$ cat src/rtl/count_history_scan_pkg.sv
// Shared constants and types for the counter-history display scanner.
package count_history_scan_pkg;
    localparam int DIGITS = 8;
    localparam int SEG_W  = 7;
    localparam int IDX_W  = 3;
    localparam int FILL_W = 4;

    typedef logic [SEG_W-1:0] seg_t;

    localparam seg_t SEG_BLANK = 7'h7F;

    // History occupancy only ever grows, capped at the display depth.
    function automatic logic [FILL_W-1:0] fill_inc(input logic [FILL_W-1:0] f);
        return (f == FILL_W'(DIGITS)) ? f : f + 1'b1;
    endfunction
endpackage

$ cat src/rtl/count_history_scan_if.sv
// Counter sample inputs and multiplexed 7-segment display outputs.
interface count_history_scan_if;
    import count_history_scan_pkg::*;

    logic [2:0]        iQ;
    seg_t              iDisplay;
    seg_t              oSeg;
    logic              oDP;
    logic [DIGITS-1:0] oAn;
    logic [FILL_W-1:0] oFill;

    modport master (output iQ, iDisplay, input  oSeg, oDP, oAn, oFill);
    modport slave  (input  iQ, iDisplay, output oSeg, oDP, oAn, oFill);
endinterface

$ cat src/rtl/count_history_scan_scan_tick.sv
// Digit-scan prescaler: holds each digit index for SCAN_DIV cycles, wrapping 0..DIGITS-1.
module count_history_scan_scan_tick
    import count_history_scan_pkg::*;
#(
    parameter int SCAN_DIV = 100000
) (
    input  logic             CLK,
    input  logic             rst,
    output logic [IDX_W-1:0] idx
);
    localparam int PW = $clog2(SCAN_DIV);

    logic [PW-1:0] presc;
    logic          adv;

    assign adv = (presc == PW'(SCAN_DIV - 1));

    always_ff @(posedge CLK or posedge rst) begin
        if (rst) begin
            presc <= '0;
            idx   <= '0;
        end else begin
            presc <= adv ? '0 : presc + 1'b1;
            if (adv)
                idx <= (idx == IDX_W'(DIGITS - 1)) ? '0 : idx + 1'b1;
        end
    end
endmodule

$ cat src/rtl/count_history_scan.sv
// Samples the counter, keeps a history of the last DIGITS distinct values and
// scans them onto a common-anode display, newest value on digit 0.
module count_history_scan
    import count_history_scan_pkg::*;
#(
    parameter int SCAN_DIV = 100000
) (
    input  logic                  CLK,
    input  logic                  rst,
    count_history_scan_if.slave   bus
);
    logic [2:0]        q_s, q_p;
    seg_t              pat_s;
    logic              s_vld, have_prev;
    seg_t              hist [DIGITS];
    logic [FILL_W-1:0] fill;
    logic [IDX_W-1:0]  idx;
    logic              push;
    seg_t              seg_r;
    logic              dp_r;
    logic [DIGITS-1:0] an_r;

    count_history_scan_scan_tick #(.SCAN_DIV(SCAN_DIV)) u_tick (
        .CLK (CLK),
        .rst (rst),
        .idx (idx)
    );

    // s_vld keeps the reset value of q_s/pat_s from being pushed as a real sample.
    assign push = s_vld && (!have_prev || (q_s != q_p));

    always_ff @(posedge CLK or posedge rst) begin
        if (rst) begin
            q_s   <= '0;
            q_p   <= '0;
            pat_s <= SEG_BLANK;
            s_vld <= 1'b0;
        end else begin
            q_s   <= bus.iQ;
            pat_s <= bus.iDisplay;
            q_p   <= q_s;
            s_vld <= 1'b1;
        end
    end

    always_ff @(posedge CLK or posedge rst) begin
        if (rst) begin
            for (int i = 0; i < DIGITS; i++)
                hist[i] <= SEG_BLANK;
            fill      <= '0;
            have_prev <= 1'b0;
        end else if (push) begin
            hist[0] <= pat_s;
            for (int i = 1; i < DIGITS; i++)
                hist[i] <= hist[i-1];
            fill      <= fill_inc(fill);
            have_prev <= 1'b1;
        end
    end

    // Anode and segments come from the same idx on the same edge, so a push
    // landing on a digit advance never shows a mismatched digit.
    always_ff @(posedge CLK or posedge rst) begin
        if (rst) begin
            seg_r <= SEG_BLANK;
            dp_r  <= 1'b1;
            an_r  <= '1;
        end else begin
            an_r  <= ~(DIGITS'(1) << idx);
            seg_r <= ({1'b0, idx} < fill) ? hist[idx] : SEG_BLANK;
            dp_r  <= !((idx == '0) && (fill != '0));
        end
    end

    assign bus.oSeg  = seg_r;
    assign bus.oDP   = dp_r;
    assign bus.oAn   = an_r;
    assign bus.oFill = fill;
endmodule

$ cat src/flat_wrapper.sv
// flat-port wrapper written by rule: the top's interface ports become plain ports
module count_history_scan_flat import count_history_scan_pkg::*;
#(
    parameter int SCAN_DIV = 100000
)
  (CLK, rst, bus_iQ, bus_iDisplay, bus_oSeg, bus_oDP, bus_oAn, bus_oFill);
  count_history_scan_if bus_i ();
  input  logic CLK;
  input  logic rst;
  input wire logic [$bits(bus_i.iQ)-1:0] bus_iQ;
  input wire logic [$bits(bus_i.iDisplay)-1:0] bus_iDisplay;
  output wire logic [$bits(bus_i.oSeg)-1:0] bus_oSeg;
  output wire logic [$bits(bus_i.oDP)-1:0] bus_oDP;
  output wire logic [$bits(bus_i.oAn)-1:0] bus_oAn;
  output wire logic [$bits(bus_i.oFill)-1:0] bus_oFill;
  assign bus_i.iQ = bus_iQ;
  assign bus_i.iDisplay = bus_iDisplay;
  assign bus_oSeg = bus_i.oSeg;
  assign bus_oDP = bus_i.oDP;
  assign bus_oAn = bus_i.oAn;
  assign bus_oFill = bus_i.oFill;
  count_history_scan #(.SCAN_DIV(SCAN_DIV)) u_core (.CLK(CLK), .rst(rst), .bus(bus_i));
endmodule
$ cat config.mk
export PLATFORM = sky130hd
export DESIGN_NAME = count_history_scan_flat
export DESIGN_NICKNAME = d
export VERILOG_FILES = /design/src/rtl/count_history_scan_pkg.sv /design/src/rtl/count_history_scan_if.sv /design/src/rtl/count_history_scan_scan_tick.sv /design/src/rtl/count_history_scan.sv /design/src/flat_wrapper.sv
export SDC_FILE = /design/constraint.sdc
export NUM_CORES = 1
export LEC_CHECK = 0
export BUFFER_PORTS_ARGS = -buffer_cell sky130_fd_sc_hd__clkbuf_2
export CORE_AREA = 3 3 107 109
export DETAILED_ROUTE_END_ITERATION = 12
export DIE_AREA = 0 0 110 112
export GPL_TIMING_DRIVEN = 0
export HOLD_SLACK_MARGIN = 0.12
export MAX_ROUTING_LAYER = met4
export PLACE_DENSITY = 0.65
export SETUP_SLACK_MARGIN = 0.05
export SYNTH_ARGS = -nofsm -noshare
export SYNTH_HDL_FRONTEND = slang
export SYNTH_HIERARCHICAL = 1
export SYNTH_SLANG_ARGS = --single-unit
export TNS_END_PERCENT = 10
$ cat constraint.sdc
create_clock -name CLK -period 7.1 [get_ports CLK]
set_input_delay 0.355 -clock CLK [delete_from_list [all_inputs] [get_ports CLK]]
set_output_delay 0.355 -clock CLK [all_outputs]
set_load 0.03 [all_outputs]
Word-level counts from Yosys, hierarchy flattened

Index checks and enable logic that the tools add are counted.
W data, S select, Z words.

Register bits: 111
Bits of input ports: 12
Output and inout bits: 20
Word-level logic and storage cells: 46

$add $sub $neg: 3
$lt $le $gt $ge: 2
Equality and inequality tests: 4
Shift-type cells: 1
Muxes and demuxes: 6
Bitwise operators: 3
Reductions and logical operators: 8

Operator list:

| cell                    | number |
|---|---|
| $bmux W7 S3             | 1 |
| $mux W7                 | 3 |
| $add A17 B1 Y17 const B | 1 |
| $eq A17 B17 Y1 const B  | 1 |
| $mux W17                | 1 |
| $not A8 Y8              | 1 |
| $shl A1 B3 Y8 const A   | 1 |
| $add A4 B1 Y4 const B   | 1 |
| $eq A4 B4 Y1 const B    | 1 |
| $ge A4 B4 Y1 const B    | 1 |
| $lt A3 B4 Y1            | 1 |
| $not A3 Y4              | 1 |
| $reduce_bool A4 Y1      | 1 |
| $add A3 B1 Y3 const B   | 1 |
| $eq A3 B3 Y1 const B    | 1 |
| $logic_not A3 Y1        | 1 |
| $mux W3                 | 1 |
| $ne A3 B3 Y1            | 1 |
| $logic_and A1 B1 Y1     | 2 |
| $logic_not A1 Y1        | 2 |
| $reduce_and A2 Y1       | 1 |
| $logic_or A1 B1 Y1      | 1 |
| $not A1 Y1              | 1 |

Depth between registers and ports, before layout

Depth after elaboration: 5
Depth in mapped cells: 5
Gate-level depth less buffers: 5

By module

The synthesis kept the hierarchy.

By module, submodules not included:

| module                       | instances | cells an instance | area each (um^2) | seq. area each (um^2) |
|---|---|---|---|---|
| count_history_scan           | 1         | 227               | 3774.9           | 2376.0 |
| count_history_scan_scan_tick | 1         | 85                | 975.9            | 500.5 |

Least setup slack after synthesis

No wires, ideal clock.

Path kind: reg2reg
Start point: register u_core.q_p[2]
End point: register u_core/hist[10] (netlist bit)
Setup time: 85 ps
Arrival time: 1598 ps
Required time: 7015 ps
Path slack: 5417 ps
Cell stages (with the launch flop): 6
Buffers on the path: 2
Period minus slack after synthesis: 1683 ps
Path through: dfrtp_1 xor2_1 o41ai_4 buf_4 buf_6 mux2_1

Longest elaborated chain between the ends: 3

RTL lines:

| element                         | line                     | RTL |
|---|---|---|
| from (decl)                     | count_history_scan.sv:12 | `logic [2:0] q_s, q_p;` |
| from (signal assigned)          | count_history_scan.sv:41 | `q_p <= q_s;` |
| $ne A3 B3 Y1                    | count_history_scan.sv:30 | `assign push = s_vld && (!have_prev \|\| (q_s != q_p));` |
| $logic_or A1 B1 Y1              | count_history_scan.sv:30 |  |
| $logic_and A1 B1 Y1             | count_history_scan.sv:30 |  |
| to (signal, indexed assignment) | count_history_scan.sv:55 | `hist[i] <= hist[i-1];` |
| to (decl)                       | count_history_scan.sv:15 | `seg_t hist [DIGITS];` |

Every way passes these cells.
A chain may end at the register's enable or synchronous reset.

Worst setup path after layout

Start point: register u_core.q_p[2]
End point: register u_core/hist[31] (netlist bit)

Same word-level chain as after synthesis.

==> results list <==
* EDFF count, synth: 0
- Of the total synthesized cell area, the portion taken by AND, OR, NAND and NOR gates is 0.07901.
* Initial DRT Pass Iterations: 4
- The share of synthesized area in the top cell type comes to 0.4369.
- Flops & latches, synth: 111
- Post-synth top area cell: sky130_fd_sc_hd__dfstp_2
- Compared with the post-synthesis result, the final layout area differs by 13.54%.
- Depth of the CTS H-tree: 3
- Iter 0 DRT Violations: 95
* Number of antenna-violating nets in the routed design: 0
- In the post-synthesis netlist, the biggest area contributors are sky130_fd_sc_hd__dfstp_2 44%, sky130_fd_sc_hd__dfrtp_1 17%, sky130_fd_sc_hd__mux2_2 9.2%.
* PnR worst setup slack: 5111 ps
* Xor-xnor portion of the synthesized cell area: 0.03503
- Final Setup Violations: 0
- Share of synthesized area spent on multiplexers: 0.2254
* Gpl congestion: 0.7852
* Initial antenna violation count: 0
* Most frequent cells after synthesis: 79 x sky130_fd_sc_hd__dfstp_2, 39 x sky130_fd_sc_hd__mux2_2, 32 x sky130_fd_sc_hd__dfrtp_1
* Max-slew violation total from the final report: 0
* Number of nets in the layout: 385
- Cell Pwr Density: 311.1 nW/um^2
- Final clock period utilization by the worst path: 0.2801
- The tool flagged a number of max-cap violations equal to 0.
* Area of the die: 12320 um^2
- The largest individual stage delay along the critical path comes from the cell sky130_fd_sc_hd__o41ai_4.
* Actual slew at the worst max-slew pin: 751.3 ps
- Relative contribution of combinational cells to total power: 0.207
* Clk buf depth: 2
* Switching power share of the total: 0.2872
* Unrepaired setup endpoints after global routing: false
- The first global-routing pass estimated 13730 um of wire.
- The repair_antennas step left the layout with diodes totalling 0.
- Of the total synthesized cell area, the portion taken by full adders, half adders and majority gates is 0.01844.
- Prior to clock tree synthesis, the placed netlist has a worst setup slack of 5147 ps.
- Most common flop cell mapped by yosys: sky130_fd_sc_hd__dfstp_2
* Post-placement cell area: 5111 um^2
- When the netlist entered floorplanning its net count stood at 331.
- The floorplan step defined a core boundary enclosing 10700 um^2.
* Post-detailed-route via-to-cell ratio: 5.053
* Y dimension of the die: 112 um
* Count of boundary I/O pins: 32
- The sequential cells in the finished layout cover a total of 2877 um^2.
- Fraction of power consumed by sequential logic: 0.589
* Dominant delay contributor by cell family on the critical path: compound AO/OA/AOI/OAI gates
- Fill cell instance count of the final layout: 910
* Largest family of logic cells by synthesized area: multiplexers
- Dividing the detail-routed wire length by the instance count gives 15.86 um.
- Status: complete, no violations
- STA classifies the critical path endpoint as a flop.
- IR analysis of the VDD net gives a maximum drop of 0.1354 mV.
- Syn Std Cell Area: 4751 um^2
* Die X: 110 um
- After synthesis, the netlist uses 43 different library cells.
- Row generation in the floorplan step produced 38 rows.
- Post_cts resized: 0
- Post-layout util: 0.5042
- Fin Setup TNS: 0 ps
* Total length of routed wires: 8104 um
* Leading cell type by number of instances after synthesis: sky130_fd_sc_hd__dfstp_2
- The total count of hold-check failures in the final report was 0.
* Clock tree from TritonCTS: done
- Final instance count without filler cells: 511
- Across every metal layer, demand over resource in global routing totals 0.1514.
* Per-instance average area after synthesis: 15.23 um^2
- The root buffer cell chosen for the clock tree is sky130_fd_sc_hd__clkbuf_8.
- Critical path data arrival time: 2300 ps
- The number of global-route vias before repair is 2711.
* Cts bufs inserted: 9
- Chain of cells forming the critical path: xor2_1, o41ai_4, buf_4, buf_6, mux2_1
- The multi-input combinational cells in the finished layout cover a total of 1775 um^2.
- Initial core utilization: 0.4441
* Pin count of the biggest net entering global routing: 68
- Largest stage delay, worst path: 510 ps
* Worst-case clock skew: 9.808 ps
* Internal power summed over all cells: 1196 uW
- Kind of start point of the critical path: flop
* Max-Slew Margin vs Limit: 0.4986
* Clk pwr share: 0.204
- Synthesis warning total: 6
* Start-to-end type of the worst setup path: flop to flop
- Summing over every cut layer, the via total after detailed routing is 2582.
- Clock sink total: 111
- Clock-pin slew of the registers on the worst-case setup and hold paths: 100 ps
- The wire-length estimate of the detail-placed layout is 5301 um.
- GRT overflow: 0
- DRC errors left: 0
- Area fraction in compound gates after synthesis: 0.01501
- Hold/Removal Path Class: flop to flop
- Fraction of layout instances using a drive strength above 1: 0.5256
- Worst endpoint required time: 7410 ps
- Maximum clock rate: 502.8 MHz
- For the worst-skew pair, the clock arrives at the later sink with an insertion delay of 380 ps.
- The share of the Yosys chip area taken by registers is 0.6055.
- Final Cell Area: 5394 um^2
- Of all nets on the critical path, the largest fanout is 10.
- In this run the tool buffered the top-level ports with 31 buffer cells.
* Switching power of the nets: 481.8 uW
- The number of buffers and inverters on the critical path is 2.
* Leak Pwr: 0.002257 uW
- The clock period could shrink to 1989 ps.
- Share of async-settable or async-resettable flops after synthesis: 1.000
* Syn Inst Count: 312
* Post-Place Cells: 484
==> path summary, 6_finish.rpt <==
path / from / to / slack, ps / cells after the start
setup / recovery: u_core/q_p[2] / u_core/hist[31] / 5110 / 5
hold / removal: u_core/q_s[0] / u_core/q_p[0] / 410 / 0
setup reg to reg: u_core/q_p[2] / u_core/hist[31] / 5110 / 5
hold reg to reg: u_core/q_s[0] / u_core/q_p[0] / 410 / 0
max in group asynchronous: rst / u_core/pat_s[2] / 5940 / 4
min in group asynchronous: rst / u_core/bus.oFill[0] / 480 / 3
==> cell usage in the layout, fill, tap and decap left out, types with 3 or more instances in the layout <==
cell and count:
sky130_fd_sc_hd__and4_1 5, sky130_fd_sc_hd__buf_2 4, sky130_fd_sc_hd__clkbuf_1 3, sky130_fd_sc_hd__clkbuf_2 31, sky130_fd_sc_hd__clkbuf_8 9, sky130_fd_sc_hd__dfrtp_1 32
sky130_fd_sc_hd__dfstp_2 79, sky130_fd_sc_hd__dlygate4sd3_1 11, sky130_fd_sc_hd__ha_1 7, sky130_fd_sc_hd__inv_1 7, sky130_fd_sc_hd__mux2_1 21, sky130_fd_sc_hd__mux2_2 39
sky130_fd_sc_hd__mux2i_1 8, sky130_fd_sc_hd__mux4_2 14, sky130_fd_sc_hd__nand2_1 14, sky130_fd_sc_hd__nand3_1 6, sky130_fd_sc_hd__nand4_1 5, sky130_fd_sc_hd__nor2_1 16
sky130_fd_sc_hd__xnor2_1 8, sky130_fd_sc_hd__xor2_1 11
==> kinds of logic after synthesis <==
logic type,after synthesis
muxes,82
buffers and inverters,20
and+or+nand+nor,65
other,1
xor gates and xnor gates,19
AOI/OAI and AO/OA,7
DFF,111
adders and majority gates,7
==> power by group through the flow <==
stage | clock (uW) | sequential, uW | combinational (uW)
2_1_floorplan | 0 | 1020 | 226
3_3_place_gp | 0 | 989 | 335
3_5_place_dp | 0 | 1000 | 347
4_1_cts | 359 | 990 | 353
5_1_grt | 384 | 1010 | 381
6_report | 342 | 989 | 347
==> metal layers <==
metal,vias up,share of wire,GRT usage
li1,1224,-,-
met1,1309,0.47,0.2015
met2,37,0.48,0.2225
met3,12,0.036,0.03304
met4,0,0.019,0.06650
met5,-,0,-
==> what timing repair did <==
item / in CTS / in global routing
hold buffers: 11 / 0
endpoints found under the hold margin: 22 / 0
buffers inserted: 0 / 0
==> registers in the layout, summed over array words and instances (netlist names) <==
register,cells
u_core/s_vld,1
u_core/hist,56
u_core/bus.oSeg,7
u_core/u_tick/idx,3
u_core/pat_s,7
u_core/bus.oAn,8
u_core/u_tick/presc,17
u_core/bus.oFill,4
u_core/q_p,3
u_core/q_s,3
u_core/have_prev,1
u_core/bus.oDP,1
==> metrics by stage <==
| step | hold WS, ps | power, uW |
|---|---|---|
| after floorplan | 318.8 | 1243 |
| after global placement | 379.4 | 1324 |
| after detailed placement | 348.8 | 1347 |
| after CTS | 412.8 | 1702 |
| after global routing | 417.9 | 1780 |
| final | 409.7 | 1678 |
==> cell type report <==
type | count | area share
buffer | 11 | 0.01206
clock buffer | 9 | 0.02296
clock inverter | 7 | 0.009047
inverter | 9 | 0.006727
multi-input combinational | 181 | 0.3292
sequential | 111 | 0.5333
tap | 140 | 0.03248
timing repair buffer | 43 | 0.05428
(Power assumes the default switching activity.)
